$ cat src/rtl/ram_arbiter.sv
// Round-robin arbiter sharing one single-port synchronous RAM between NUM_REQ requesters,
// with bounded burst lock. Define RAM_ARB_FIXED_PRIO_EN for lowest-index-wins arbitration.

module ram_arbiter_lane #(
  parameter int ADDR_WIDTH = 12,
  parameter int DATA_WIDTH = 64
) (
  input  logic                  gnt,
  input  logic                  we,
  input  logic [ADDR_WIDTH-1:0] addr,
  input  logic [DATA_WIDTH-1:0] wdata,
  output logic                  wr,
  output logic                  rd,
  output logic [ADDR_WIDTH-1:0] addr_m,
  output logic [DATA_WIDTH-1:0] data_m
);
  // Masked contribution so the top can OR all lanes into the RAM command.
  assign wr     = gnt & we;
  assign rd     = gnt & ~we;
  assign addr_m = gnt ? addr  : '0;
  assign data_m = gnt ? wdata : '0;
endmodule

module ram_arbiter #(
  parameter int NUM_REQ    = 2,
  parameter int ADDR_WIDTH = 12,
  parameter int DATA_WIDTH = 64,
  parameter int LOCK_MAX   = 16
) (
  input  logic                            clk,
  input  logic                            rstn,
  input  logic [NUM_REQ-1:0]              req_valid,
  input  logic [NUM_REQ-1:0]              req_we,
  input  logic [NUM_REQ-1:0]              req_lock,
  input  logic [NUM_REQ*ADDR_WIDTH-1:0]   req_addr,
  input  logic [NUM_REQ*DATA_WIDTH-1:0]   req_wdata,
  output logic [NUM_REQ-1:0]              req_ready,
  output logic [NUM_REQ-1:0]              rsp_valid,
  output logic [DATA_WIDTH-1:0]           rsp_rdata,
  output logic                            lock_break,
  output logic                            ram_wr_en,
  output logic                            ram_rd_en,
  output logic [ADDR_WIDTH-1:0]           ram_addr,
  output logic [DATA_WIDTH-1:0]           ram_din,
  input  logic [DATA_WIDTH-1:0]           ram_dout
);
  localparam int PW = $clog2(NUM_REQ);

  typedef enum logic {ARB, LOCKED} state_t;

  state_t        state;
  logic [PW-1:0] owner;
  logic [7:0]    lock_cnt;
  logic [PW-1:0] start;
`ifndef RAM_ARB_FIXED_PRIO_EN
  logic [PW-1:0] ptr;
  assign start = ptr;
`else
  assign start = '0;
`endif

  logic [NUM_REQ-1:0] grant;
  logic [PW-1:0]      gidx;
  logic [PW:0]        idx;
  logic               found;

  always_comb begin
    grant = '0;
    gidx  = '0;
    idx   = '0;
    found = 1'b0;
    if (state == LOCKED) begin
      grant[owner] = req_valid[owner];
      gidx         = owner;
    end else begin
      for (int k = 0; k < NUM_REQ; k++) begin
        idx = {1'b0, start} + (PW+1)'(k);
        if (idx >= (PW+1)'(NUM_REQ)) idx = idx - (PW+1)'(NUM_REQ);
        if (!found && req_valid[idx[PW-1:0]]) begin
          found                 = 1'b1;
          gidx                  = idx[PW-1:0];
          grant[idx[PW-1:0]]    = 1'b1;
        end
      end
    end
  end

  logic accept, gwe, glock;
  assign accept    = |grant;
  assign gwe       = req_we[gidx];
  assign glock     = req_lock[gidx];
  assign req_ready = grant;
  assign rsp_rdata = ram_dout;

  logic [NUM_REQ-1:0]                 lane_wr, lane_rd;
  logic [NUM_REQ-1:0][ADDR_WIDTH-1:0] lane_addr;
  logic [NUM_REQ-1:0][DATA_WIDTH-1:0] lane_data;

  for (genvar i = 0; i < NUM_REQ; i++) begin : g_lane
    ram_arbiter_lane #(.ADDR_WIDTH(ADDR_WIDTH), .DATA_WIDTH(DATA_WIDTH)) u_lane (
      .gnt    (grant[i]),
      .we     (req_we[i]),
      .addr   (req_addr[i*ADDR_WIDTH +: ADDR_WIDTH]),
      .wdata  (req_wdata[i*DATA_WIDTH +: DATA_WIDTH]),
      .wr     (lane_wr[i]),
      .rd     (lane_rd[i]),
      .addr_m (lane_addr[i]),
      .data_m (lane_data[i])
    );
  end

  always_comb begin
    ram_addr = '0;
    ram_din  = '0;
    for (int i = 0; i < NUM_REQ; i++) begin
      ram_addr = ram_addr | lane_addr[i];
      ram_din  = ram_din  | lane_data[i];
    end
  end
  assign ram_wr_en = |lane_wr;
  assign ram_rd_en = |lane_rd;

  always_ff @(posedge clk or negedge rstn) begin
    if (!rstn) begin
      state      <= ARB;
      owner      <= '0;
      lock_cnt   <= '0;
      rsp_valid  <= '0;
      lock_break <= 1'b0;
`ifndef RAM_ARB_FIXED_PRIO_EN
      ptr        <= '0;
`endif
    end else begin
      rsp_valid  <= (accept && !gwe) ? grant : '0;
      lock_break <= 1'b0;
      if (accept) begin
`ifndef RAM_ARB_FIXED_PRIO_EN
        ptr <= (gidx == PW'(NUM_REQ-1)) ? '0 : gidx + PW'(1);
`endif
        case (state)
          ARB: begin
            if (glock && LOCK_MAX > 1) begin
              state    <= LOCKED;
              owner    <= gidx;
              lock_cnt <= 8'd1;
            end
          end
          LOCKED: begin
            // An explicit unlock on the final allowed beat counts as a normal release.
            if (!glock) begin
              state    <= ARB;
              lock_cnt <= '0;
            end else if (lock_cnt + 8'd1 == 8'(LOCK_MAX)) begin
              state      <= ARB;
              lock_cnt   <= '0;
              lock_break <= 1'b1;
            end else begin
              lock_cnt <= lock_cnt + 8'd1;
            end
          end
          default: state <= ARB;
        endcase
      end
    end
  end
endmodule
$ cat config.mk
export PLATFORM = sky130hd
export DESIGN_NAME = ram_arbiter
export DESIGN_NICKNAME = d
export VERILOG_FILES = /design/src/rtl/ram_arbiter.sv
export SDC_FILE = /design/constraint.sdc
export NUM_CORES = 1
export LEC_CHECK = 0
export BUFFER_PORTS_ARGS = -buffer_cell sky130_fd_sc_hd__buf_4
export CAP_MARGIN = 5
export CORE_AREA = 2 2 145 147
export DETAILED_ROUTE_END_ITERATION = 10
export DIE_AREA = 0 0 147 149
export SLEW_MARGIN = 20
export SYNTH_ARGS = -nofsm -noshare
export SYNTH_HDL_FRONTEND = slang
export SYNTH_SLANG_ARGS = --single-unit
$ cat constraint.sdc
create_clock -name clk -period 3.1 [get_ports clk]
set_input_delay 0.62 -clock clk [delete_from_list [all_inputs] [get_ports clk]]
set_output_delay 0.62 -clock clk [all_outputs]
set_load 0.02 [all_outputs]
======== Word level (Yosys, flattened, before mapping) ========
Cells that the tools add are included.
operators by class
  reduce and logical (&&, ||, !) cells .... 12
  magnitude comparators ................... 9
  equality and inequality tests ........... 2
  bitwise logic cells ..................... 11
  multiply operators ...................... 0
  shift-type cells ........................ 0
  multiplexer cells ....................... 47
  add/subtract/negate cells ............... 5
  divide/modulo/power cells ............... 0
operators with widths
  kind                                                               number
  two-way mux 64 bit                                                 2
  OR 64 bit                                                          1
  two-way mux 1 bit                                                  30
  two-way mux 12 bit                                                 2
  two-way mux 8 bit                                                  3
  one-hot mux 8 bit (2 select lines)                                 1
  OR 12 bit                                                          1
  two-way mux 2 bit                                                  5
  adder 8 x 1 -> 8 bit, second input constant                        1
  == test 8 x 5 -> 1 bit, second input constant                      1
  less-than comparator 1 x 2 -> 1 bit, second input constant         4
  OR reduction 2 bit                                                 3
  logical AND 1 bit                                                  5
  AND 1 bit                                                          4
  demux 1 bit (select 1 bit)                                         3
  greater-or-equal comparator 1 bit, second input constant           3
  NOT 1 bit                                                          3
  AND reduction 3 bit                                                1
  adder 1 x 1 -> 2 bit, second input constant                        1
  AND 2 bit                                                          1
  greater-or-equal comparator 1 x 2 -> 1 bit, second input constant  1
  greater-or-equal comparator 2 bit, second input constant           1
  zero test 1 bit                                                    2
  inequality test 2 bit, second input constant                       1
  5 further kinds                                                    6
word-level totals
  memory bits (read-only) ................. 0
  flip-flop bits (word level) ............. 14
  memory bits (writable) .................. 0
  word-level logic and storage cells ...... 92
  input bits .............................. 224
  output and inout bits ................... 147
  bits in latches ......................... 0
  memories kept ........................... 0

======== Logic depth before layout (Yosys ltp) ========
  word-level depth ........................ 16
  depth in mapped cells ................... 7
  depth with buffers taken out ............ 7

======== Modules after synthesis ========
Synthesis repeated with hierarchy kept, for this count alone.
second synthesis, totals
  cells, all modules ...................... 402
  area, all modules ....................... 2925.3 um^2
by module, submodules not included
  module            area each (um^2)  instances  cells each  seq. area each (um^2)
  ram_arbiter       1839.3            1          230         350.3
  ram_arbiter_lane  543.0             2          86          0.0

======== Worst setup path after synthesis ========
OpenSTA, ideal clock, no wires.
  path type ............................... register to output
  from .................................... reg state
  to ...................................... out ram_din[45]
  required time ........................... 2480 ps
  buffers on the path ..................... 2
  data arrival time ....................... 1689 ps
  stages on the path, launching flop included .. 6
  setup slack ............................. 791 ps
  cell sequence ........................... dfrtp_1 -> and2_4 -> a311oi_2 -> buf_2 -> buf_2 -> a22o_1
on the way
  longest elaborated chain between the ends .. 3
  elaborated cells on any way between the ends .. 4
  those cells by class .................... 3 x mux; 1 x bitwise
ends and longest elaborated chain
  what                    line  RTL
  from (decl)             51    state_t state;
  from (signal assigned)  125   state <= ARB;
  from (signal assigned)  143   state <= LOCKED;
  from (signal assigned)  151   state <= ARB;
  two-way mux 2 bit *     72    if (state == LOCKED) begin
  two-way mux 64 bit      21    assign data_m = gnt ? wdata : '0;
  OR 64 bit *             117   ram_din = ram_din | lane_data[i];
  to (decl)               44    output logic [DATA_WIDTH-1:0] ram_din,
Every way passes the cells marked *; elsewhere a longest branch is shown, timed or not.

======== Final worst setup path ========
  from .................................... reg state
  to ...................................... out ram_din[53]
The elaborated chain is that of the path after synthesis.

==> metrics.md <==
| Metric | Value |
|---|---|
| Status | `finished clean` |
| Worst Hold Class | `input pin to async pin` |
| Hold_ws | `about 0.22 ns` |
| Leakage | `just under 2 nW` |
| VDD IR max | `about 290 uV` |
| Io pins | `371` |
| Rel. slew slack | `between 70 and 80%` |
| Syn avg cell area | `~8.4 um^2` |
| CP arrival | `2.10 ns` |
| Drt pass-1 iters | `4` |
| Final period util | `87.7%` |
| Maxcap violations | `0` |
| Logic pwr share | `77.6%` |
| Top Usage Layer GRT | `met2` |
| FMAX | `0.368 GHz` |
| Worst Tran Pin Value | `0.435 ns` |
| Final setup fails | `0` |
| Largest family of logic cells by synthesized area | `compound AO/OA/AOI/OAI gates` |
| Layout cells sized above 1 | `a little under two thirds` |
| GPL Wtd Cong | `between 0.8 and 0.9` |
| Yosys Warn Count | `0` |
| Most used cell, CP | `buf_4` |
| Fin nets | `639` |
| Sw frac | `47.3%` |
| Critical Path End Type | `output pin` |
| RSZ-0062 raised after global routing | `false` |
| Synth Area in Simple Gates | `between 8 and 9%` |
| Post-detailed-placement cell area | `about 3700 um^2` |
| Crit path cell chain | `and2_4, a311oi_4, buf_4, a22o_1, buf_4` |
| Seq/Total Area, Yosys | `between 10% and 20%` |
| Root Buffer Master | `clkbuf_16` |
| Hold buffers post-CTS | `0` |
| Ys flop type | `dfrtp_1` |
| FFs w/ async S/R, synth | `100%` |
| Clock Tree Buf Depth | `2` |
| Register-to-Register Path Depth | `7` |
| Clock power share | `11.1%` |
| Met3 Resource Use GR | `4.28%` |
| Final Skew | `0.000651 ns` |
| ANT nets after route | `0` |
| First-pass GRT wire length | `approximately 16 mm` |
| Fin Setup TNS | `0 ns` |
| Cts repair resizes | `0` |
| Std-Cell Rows | `53` |
| Post-synth design cell area | `2080 um^2` |
| 1st-iter DRT viols | `128` |
| Slowest CP cell | `dfrtp_1` |
| Commonest cells after routing, fill and taps aside | `buf_4, a22o_1, dfrtp_1` |
| Filler cells | `between 2000 and 2500` |
| Post-route design area | `about 3800 um^2` |
| PortBufs | `between 200 and 250` |
| Multiplexer share of the synthesized area | `roughly 2.2%` |
| P&R area growth vs syn | `83.3%` |
| Worst Setup Path Type | `flip-flop to output pin` |
| Final wirelength | `roughly 11 mm` |
| Synth Instances | `roughly 250` |
| Remaining DRCs | `0` |
| Tot GR Track Use | `a little under a tenth` |
| Met1 Track Usage GR | `between 10% and 20%` |
| Core box area | `20600 um^2` |
| Minimum clock period | `2.72 ns` |
| Vias in the first global route | `around 2500` |
| Via-to-Cell Ratio | `approximately 3.7` |
| Die Area | `about 22000 um^2` |
| Post-DP HPWL | `9.83 mm` |
| Post-synthesis compound-gate area fraction | `between 40% and 50%` |
| Footprint of the multi-input gates | `about 1200 um^2` |
| Depth of the CTS H-tree | `1` |
| Drt wl/cell | `~17 um` |
| Vias | `around 2600` |
| Die width | `147 um` |
| Clock buffer count from CTS | `3` |
| CP startpoint kind | `flip-flop` |
| Final max-slew violation count | `0` |
| Synth Area in XOR/XNOR | `1.26%` |
| NetSw | `0.00118 W` |
| Yosys reg bits | `14` |
| Cell internal pwr | `around 0.0013 W` |
| Worst EP required | `2.48 ns` |
| CTS tree | `built` |
| Antenna violations before repair | `2` |
| Final core occ | `18.6%` |
| FF/Latch Area | `350 um^2` |
| Reg power frac | `11.3%` |
| Largest net degree at the start of global routing | `44` |
| Initial Util | `10.1%` |
| Die Height | `approximately 150 um` |
| Met2 Use GR | `approximately 15%` |
| Syn_nets | `around 470` |
| Post-CTS setup buffer count | `0` |
| Pwr dens | `652 nW/um^2` |
| Final hold vios | `0` |
| EDFF count, synth | `0` |
| Synth Area in Adders | `under 10%` |
| Most common cell after layout, fill and taps aside | `buf_4` |
| CTS Sinks | `14` |
| Max FO, Critical Path | `39` |
| Clock transition at path regs | `roughly 0.050 ns` |
| Grt ovf | `0` |
| Clock Latency Late Sink | `about 0.24 ns` |
| Library cells used by synthesis | `a little over 40` |
| Crit-path max cell delay | `between 0.4 and 0.5 ns` |
per-stage QoR:
step | setup WS (ns) | cells | total power (W)
finish | 0.380 | 688 | 0.00249
global route | 0.295 | 687 | 0.00264
CTS | 0.390 | 687 | 0.00251
detailed placement | 0.578 | 683 | 0.00222
global placement | 0.564 | 683 | 0.00222
floorplan | 0.791 | 247 | 0.00151
state kept, by name, indices dropped and copies added (netlist names):
signal and cells:
state 1, lock_break 1, rsp_valid 2, lock_cnt 8
owner 1, ptr 1
kinds of logic after synthesis:
family	count (synthesis)
muxes	4
and+or+nand+nor	33
DFF	14
buffers and inverters	90
adders and majority gates	2
xor gates and xnor gates	3
AOI/OAI and AO/OA	101
Yosys cell counts (3+ instances only):
| master | number | share of area, % |
|---|---|---|
| a21oi_1 | 5 | 1.2 |
| a22o_1 | 78 | 33 |
| buf_4 | 66 | 24 |
| clkbuf_1 | 15 | 2.7 |
| dfrtp_1 | 14 | 17 |
| inv_1 | 4 | 0.72 |
| nand2_1 | 4 | 0.72 |
| nand3_1 | 10 | 2.4 |
| nor2_1 | 3 | 0.54 |
| o21ai_0 | 5 | 1.2 |
| or3_1 | 4 | 1.2 |
| xnor2_1 | 3 | 1.3 |
critical path, delay by kind of cell (launching register included):
kind / cells / cell delay (ns)
buffers and inverters: 2 / 0.59
flip-flops: 1 / 0.46
AO/OA/AOI/OAI: 2 / 0.55
AND/OR/NAND/NOR: 1 / 0.22
final timing paths:
| kind | from | endpoint | slack [ns] |
|---|---|---|---|
| max | state | ram_din[53] | 0.38 |
| min | rstn | lock_cnt[7] | 0.22 |
| max reg2reg | lock_cnt[0] | lock_cnt[4] | 0.99 |
| min reg2reg | lock_cnt[7] | lock_cnt[7] | 0.54 |
| max in group asynchronous | rstn | owner | 2.71 |
| min in group clk | lock_cnt[7] | lock_cnt[7] | 0.54 |
per-layer routing:
| metal | share of wire [%] | vias up |
|---|---|---|
| met2 | 47 | 175 |
| li1 | - | 1202 |
| met3 | 12 | 4 |
| met1 | 41 | 1196 |
| met4 | 0.079 | 2 |
| met5 | 0.096 | - |
power groups by stage:
| stage | sequential [W] | combinational [W] | clock [W] |
|---|---|---|---|
| after floorplan | 0.000267 | 0.00124 | 0 |
| after global placement | 0.000279 | 0.00194 | 0 |
| after detailed placement | 0.000281 | 0.00194 | 0 |
| after CTS | 0.000279 | 0.00195 | 0.000280 |
| after global routing | 0.000285 | 0.00206 | 0.000288 |
| final | 0.000280 | 0.00193 | 0.000277 |
layout make-up:
class | instances | share of cell area, %
diodes | 1 | 0.0655
clock buffers | 4 | 2.33
flip-flops and latches | 14 | 9.17
repair buffers | 246 | 48.7
multi-input cells | 143 | 30.3
well taps | 275 | 9.01
inverters | 5 | 0.491
(Power assumes the default switching activity.)
